==> config.mk <==
export PLATFORM = sky130hd
export DESIGN_NAME = pulsar_stream_caller_flat
export DESIGN_NICKNAME = d
export VERILOG_FILES = /design/src/rtl/pulsar_call_pkg.sv /design/src/rtl/pulsar_stream_caller_if.sv /design/src/rtl/pulsar_result_slot.sv /design/src/rtl/pulsar_stream_caller.sv /design/src/flat_wrapper.sv
export SDC_FILE = /design/constraint.sdc
export NUM_CORES = 1
export LEC_CHECK = 0
export ABC_AREA = 1
export CAP_MARGIN = 20
export CELL_PAD_IN_SITES_DETAIL_PLACEMENT = 1
export CELL_PAD_IN_SITES_GLOBAL_PLACEMENT = 2
export CORE_UTILIZATION = 25
export DETAILED_ROUTE_END_ITERATION = 10
export GPL_TIMING_DRIVEN = 1
export MAX_ROUTING_LAYER = met4
export PLACE_DENSITY = 0.9
export SYNTH_ARGS = -nofsm -noshare
export SYNTH_HDL_FRONTEND = slang
export SYNTH_SLANG_ARGS = --single-unit
==> constraint.sdc <==
create_clock -name clk -period 9.8 [get_ports clk]
set_clock_uncertainty 0.15 [all_clocks]
set_input_delay 1.96 -clock clk [delete_from_list [all_inputs] [get_ports clk]]
set_output_delay 1.96 -clock clk [all_outputs]
set_load 0.02 [all_outputs]
==> src/rtl/pulsar_call_pkg.sv <==
// Shared state encoding, default widths and a slot helper for the pulsar stream caller.
package pulsar_call_pkg;

    localparam int unsigned DEFAULT_WIDTH     = 64;
    localparam int unsigned DEFAULT_CNT_WIDTH = 32;

    typedef enum logic [1:0] {
        IDLE  = 2'd0,
        CALL  = 2'd1,
        DRAIN = 2'd2
    } call_state_e;

    // A single-entry slot can take a new value when empty or being emptied this cycle.
    function automatic logic slot_free(input logic valid, input logic ready);
        return ~valid | ready;
    endfunction

endpackage

==> src/rtl/pulsar_stream_caller_if.sv <==
// Valid/ready stream carrying WIDTH-bit words; master produces, slave consumes.
interface pulsar_stream_caller_if #(
    parameter int unsigned WIDTH = 64
);
    logic             valid;
    logic             ready;
    logic [WIDTH-1:0] data;

    modport master (output valid, output data, input  ready);
    modport slave  (input  valid, input  data, output ready);
endinterface

==> src/rtl/pulsar_result_slot.sv <==
// Single-entry valid/ready holding register; a load wins over a same-cycle handshake.
module pulsar_result_slot
    import pulsar_call_pkg::*;
#(
    parameter int unsigned WIDTH = DEFAULT_WIDTH
) (
    input  logic             clk,
    input  logic             reset,
    input  logic             load,
    input  logic [WIDTH-1:0] load_data,
    input  logic             out_ready,
    output logic             out_valid,
    output logic [WIDTH-1:0] out_data,
    output logic             free_c
);

    logic             valid_q, valid_d;
    logic [WIDTH-1:0] data_q, data_d;

    always_ff @(posedge clk or posedge reset) begin
        if (reset) begin
            valid_q <= 1'b0;
            data_q  <= '0;
        end else begin
            valid_q <= valid_d;
            data_q  <= data_d;
        end
    end

    always_comb begin
        valid_d = valid_q;
        data_d  = data_q;
        if (load) begin
            valid_d = 1'b1;
            data_d  = load_data;
        end else if (valid_q && out_ready) begin
            valid_d = 1'b0;
        end
    end

    assign out_valid = valid_q;
    assign out_data  = data_q;
    assign free_c    = slot_free(valid_q, out_ready);

endmodule

==> src/rtl/pulsar_stream_caller.sv <==
// Launches one go/done callee invocation per streamed argument and presents the
// callee's return value on a valid/ready output stream.
module pulsar_stream_caller
    import pulsar_call_pkg::*;
#(
    parameter int unsigned WIDTH     = DEFAULT_WIDTH,
    parameter int unsigned CNT_WIDTH = DEFAULT_CNT_WIDTH
) (
    input  logic                   clk,
    input  logic                   reset,
    pulsar_stream_caller_if.slave  in_s,
    pulsar_stream_caller_if.master out_m,
    output logic                   callee_go,
    output logic [WIDTH-1:0]       callee_arg0,
    input  logic [WIDTH-1:0]       callee_ret,
    input  logic                   callee_done,
    output logic [CNT_WIDTH-1:0]   call_count,
    output logic                   busy
);

    call_state_e          state_q, state_d;
    logic [WIDTH-1:0]     arg_q, arg_d;
    logic [CNT_WIDTH-1:0] count_q, count_d;
    logic                 load_c;
    logic                 slot_free_c;
    logic                 in_ready_c;
    logic                 go_c;
    logic                 slot_valid;
    logic [WIDTH-1:0]     slot_data;

    always_ff @(posedge clk or posedge reset) begin
        if (reset) begin
            state_q <= IDLE;
            arg_q   <= '0;
            count_q <= '0;
        end else begin
            state_q <= state_d;
            arg_q   <= arg_d;
            count_q <= count_d;
        end
    end

    // go falls in the same cycle done is seen so the callee does not restart.
    always_comb begin
        state_d    = state_q;
        arg_d      = arg_q;
        count_d    = count_q;
        load_c     = 1'b0;
        in_ready_c = 1'b0;
        go_c       = 1'b0;
        case (state_q)
            IDLE: begin
                in_ready_c = 1'b1;
                if (in_s.valid) begin
                    arg_d   = in_s.data;
                    state_d = CALL;
                end
            end
            CALL: begin
                go_c = ~callee_done;
                if (callee_done) begin
                    if (slot_free_c) begin
                        load_c  = 1'b1;
                        count_d = count_q + CNT_WIDTH'(1);
                        state_d = IDLE;
                    end else begin
                        state_d = DRAIN;
                    end
                end
            end
            DRAIN: begin
                // callee_ret stays put here because the callee is not re-issued go.
                if (slot_free_c) begin
                    load_c  = 1'b1;
                    count_d = count_q + CNT_WIDTH'(1);
                    state_d = IDLE;
                end
            end
            default: begin
                state_d = IDLE;
            end
        endcase
    end

    pulsar_result_slot #(
        .WIDTH(WIDTH)
    ) u_slot (
        .clk       (clk),
        .reset     (reset),
        .load      (load_c),
        .load_data (callee_ret),
        .out_ready (out_m.ready),
        .out_valid (slot_valid),
        .out_data  (slot_data),
        .free_c    (slot_free_c)
    );

    assign in_s.ready  = in_ready_c;
    assign out_m.valid = slot_valid;
    assign out_m.data  = slot_data;
    assign callee_go   = go_c;
    assign callee_arg0 = arg_q;
    assign call_count  = count_q;
    assign busy        = (state_q != IDLE);

endmodule

==> src/flat_wrapper.sv <==
// flat-port wrapper written by rule: the top's interface ports become plain ports
module pulsar_stream_caller_flat import pulsar_call_pkg::*;
#(
    parameter int unsigned WIDTH     = DEFAULT_WIDTH,
    parameter int unsigned CNT_WIDTH = DEFAULT_CNT_WIDTH
)
  (clk, reset, callee_go, callee_arg0, callee_ret, callee_done, call_count, busy, in_s_valid, in_s_data, in_s_ready, out_m_valid, out_m_data, out_m_ready);
  pulsar_stream_caller_if #(.WIDTH(WIDTH)) in_s_i ();
  pulsar_stream_caller_if #(.WIDTH(WIDTH)) out_m_i ();
  input  logic clk;
  input  logic reset;
  output logic callee_go;
  output logic [WIDTH-1:0] callee_arg0;
  input  logic [WIDTH-1:0] callee_ret;
  input  logic callee_done;
  output logic [CNT_WIDTH-1:0] call_count;
  output logic busy;
  input wire logic [$bits(in_s_i.valid)-1:0] in_s_valid;
  input wire logic [$bits(in_s_i.data)-1:0] in_s_data;
  output wire logic [$bits(in_s_i.ready)-1:0] in_s_ready;
  output wire logic [$bits(out_m_i.valid)-1:0] out_m_valid;
  output wire logic [$bits(out_m_i.data)-1:0] out_m_data;
  input wire logic [$bits(out_m_i.ready)-1:0] out_m_ready;
  assign in_s_i.valid = in_s_valid;
  assign in_s_i.data = in_s_data;
  assign in_s_ready = in_s_i.ready;
  assign out_m_valid = out_m_i.valid;
  assign out_m_data = out_m_i.data;
  assign out_m_i.ready = out_m_ready;
  pulsar_stream_caller #(.WIDTH(WIDTH), .CNT_WIDTH(CNT_WIDTH)) u_core (.clk(clk), .reset(reset), .in_s(in_s_i), .out_m(out_m_i), .callee_go(callee_go), .callee_arg0(callee_arg0), .callee_ret(callee_ret), .callee_done(callee_done), .call_count(call_count), .busy(busy));
endmodule
==> results.md <==
* Status: finished, final reports clean
* CP cell instances: clkdlybuf4s50_1 > inv_1 > nand2_1 > inv_1 > clkdlybuf4s50_1
* Die span in y at 168.3 microns
* Critical path type: input pin to output pin
* Clk root buf: clkbuf_16
* DRT iter0 DRCs at 203
* Post-route setup slack at 4.459 ns
* TritonCTS clock tree: yes
* PwrDens at 295.2 nW/um^2
* Maximum vdd drop at 0.1224 mV
* Endpoints failing setup at 0
* Core Area at 27030 sq um
* Reg2reg start: u_core.state_q[0]
* Crit. End Element: output pin
* Yosys synthesis warning count at 0
* Worst-Margin Slew at 1.060 ns
* Io pins at 297
* Initial Utilization at 0.2559
* Drt first pass iters at 4
* Die Area at 28340 sq um
* Gates resized, CTS repair at 0
* Worst flop-to-flop path endpoint: u_core.callee_arg0[23]
* Main combinational cell family by area after synthesis: simple AND/OR/NAND/NOR gates
* Cells after synthesis at 685
* Type of origin of the critical path: input pin
* DRC errors left at 0
* Post-CTS Hold Buffers at 0
* Worst-Skew Late Latency at 0.43 ns
* F_max at 0.1872 GHz
* Vias/cell at 4.284
* Final antenna-violating net count at 0
* Final Cycle Share at 0.5450
* Dpl hpwl at 15590 microns
* Vias in the first global route at 6059
* GRT Util Overall at 0.1561
* Compound-Gate Fraction of Synth Area at 0.04938
* Hold path cells at 2
* Mux contribution to synthesized area at 0.1042
* Share of cells above drive strength 1 at 0.1168
* CP max-delay cell: clkdlybuf4s50_1
* Hold Path Sink: u_core.u_slot.out_data[8]
* Register area at 4079 sq um
* Max-Cap Viols at 0
* # rows at 60
* RSZ-0062 raised after global routing: no
* R2r worst-path depth at 5
* Multi-input gate area at 2336 sq um
* Routed wire length at 20740 microns
* R2r setup slk at 7.29 ns
* CP max stage delay at 0.62 ns
* Simple-gate area share of the yosys netlist at 0.1596
* CTS Buf Count at 17
* First-pass GRT wire length at 33190 microns
* Wire per inst at 15.55 microns
* RePlAce Congestion at 0.7921
* Synthesis-stage register bit count at 163
* Max_slew headroom at 0.2931
* Crit path DAT at 3.23 ns
* Worst Path Required at 7.69 ns
* Crit-path max FO at 3
* Clock tree buffer depth at 2
* Grt total ovfl at 0
* Place WS at 4.451 ns
* Clock sinks at 163
* Clock transition at path regs at 0.07 ns
* Pin count of the biggest net entering global routing at 111
* Setup TNS at 0 ns
* N_diodes at 0
* H-tree depth at 4
* IO Port Bufs at 296
* NumNets Final at 1117
* Fin. Hold Viols at 0
* Sequential share of the synthesized area at 0.5897
* Worst path buffer plus inverter count at 4
* Synth Area per Inst at 10.10 sq um
* Delay-heaviest family, CP: buffers and inverters
* Netlist Area Pre-Place at 6917 sq um
* Setup repair bufs after CTS at 0
* Adder-cell share of the synthesized area at 0.007236
* Fill cells at 3030
* Final period demand of the worst path at 5.341 ns
* Synth Area in XOR/XNOR at 0.01520
* Die X at 168.3 microns
* Library cells used by synthesis at 24
* Initial antenna violation count at 0
* Hold wc startpoint: u_core.u_slot.out_data[8]
* Syn Nets at 822
* Worst hold path type: flop to flop
* Max-slew violations at 0
* Leakage at 4.771 nW
* Routed via count at 5715
* Area Growth Syn to Fin at 55.64%
==> where the power goes <==
| part | total [mW] | switching [mW] | internal (mW) |
|---|---|---|---|
| clock | 0.659 | 0.320 | 0.338 |
| combinational | 1.43 | 0.728 | 0.702 |
| sequential | 1.09 | 0.147 | 0.941 |
| total | 3.18 | 1.20 | 1.98 |
==> how the worst max path moves through the flow <==
stage	startpoint	to	slack (ns)	cells past startpoint
6_report	callee_done	callee_go	4.46	5
5_1_grt	callee_done	callee_go	4.39	5
4_1_cts	callee_done	callee_go	4.44	5
3_5_place_dp	callee_done	callee_go	4.45	5
3_3_place_gp	callee_done	callee_go	4.46	5
2_1_floorplan	reset	u_core.call_count[0]	3.29	1
==> state kept, by name, indices dropped and copies added, names as in the netlist <==
register / count
u_core.callee_arg0: 64
u_core.u_slot.out_data: 64
u_core.call_count: 32
u_core.state_q: 2
u_core.u_slot.out_valid: 1
==> synth_stat cells <==
| master | number | area share |
|---|---|---|
| and2_1 | 2 | 0.0018 |
| buf_12 | 1 | 0.0029 |
| buf_2 | 13 | 0.0094 |
| buf_4 | 8 | 0.0087 |
| clkbuf_1 | 1 | 0.00054 |
| dfrtp_1 | 163 | 0.59 |
| ha_1 | 4 | 0.0072 |
| inv_1 | 98 | 0.053 |
| mux2_2 | 64 | 0.10 |
| nand2_1 | 161 | 0.087 |
| nand2_2 | 3 | 0.0027 |
| nand3_1 | 23 | 0.017 |
| nand3_2 | 2 | 0.0029 |
| nand3b_1 | 8 | 0.0087 |
| nand4_1 | 9 | 0.0081 |
| nor2_1 | 33 | 0.018 |
| nor2_2 | 6 | 0.0054 |
| nor2_4 | 4 | 0.0065 |
| nor3_1 | 2 | 0.0014 |
| o21ai_0 | 9 | 0.0065 |
| o21ai_1 | 58 | 0.042 |
| o22ai_1 | 1 | 0.00091 |
| xnor2_1 | 4 | 0.0051 |
| xor2_1 | 8 | 0.010 |
==> worst register-to-register path, delay by kind of cell (launching register included) <==
kind	cells	cell delay (ns)
buf+inv	2	0.64
simple gates	1	0.54
mux	1	0.43
flops	1	0.36
fa+ha+maj	1	0.28
==> routing by layer <==
layer	vias up	GRT usage	routed length, microns
met5	-	-	0
met2	189	0.2612	10070
li1	2753	-	-
met3	21	0.05172	1684
met4	0	0.04941	341
met1	2752	0.1758	8651
==> cell type report <==
class | count | share of cell area
Sequential cell | 163 | 0.3789
Timing Repair Buffer | 299 | 0.2773
Multi-Input combinational cell | 401 | 0.2170
Clock buffer | 18 | 0.03987
Tap cell | 341 | 0.03963
Inverter | 98 | 0.03464
Clock inverter | 14 | 0.01267
==> metrics by stage <==
| stage | area, sq um | utilization | hold slack (ns) | std cells | total power, mW |
|---|---|---|---|---|---|
| 3_3_place_gp | 10200 | 0.3774 | 0.3143 | 1302 | 2.519 |
| 5_1_grt | 10770 | 0.3983 | 0.3662 | 1334 | 3.370 |
| 6_report | 10770 | 0.3983 | 0.3395 | 1334 | 3.177 |
| 3_5_place_dp | 10200 | 0.3774 | 0.3286 | 1302 | 2.559 |
| 4_1_cts | 10770 | 0.3983 | 0.3447 | 1334 | 3.236 |
| 2_1_floorplan | 6917 | - | 0.3499 | 685 | 1.829 |
==> cells in the final DEF (no fill, tap or decap), types with 8 or more instances in the layout <==
master	count
nand3_1	22
nand4_1	9
dfrtp_1	163
xor2_1	8
o21ai_1	58
clkdlybuf4s50_1	296
inv_1	97
nand2_1	160
clkbuf_16	17
o21ai_0	9
nor2_1	33
mux2_2	64
nand3b_1	8
==> cells by family (layout without fill, tap and decap cells) <==
family | Yosys count | after routing
AND/OR/NAND/NOR | 253 | 253
flip-flops | 163 | 163
buffers and inverters | 121 | 429
AO/OA/AOI/OAI | 68 | 68
multiplexers | 64 | 64
XOR/XNOR | 12 | 12
adder cells (fa/ha/maj) | 4 | 4
Note: power is estimated with default switching activity, not from simulation.
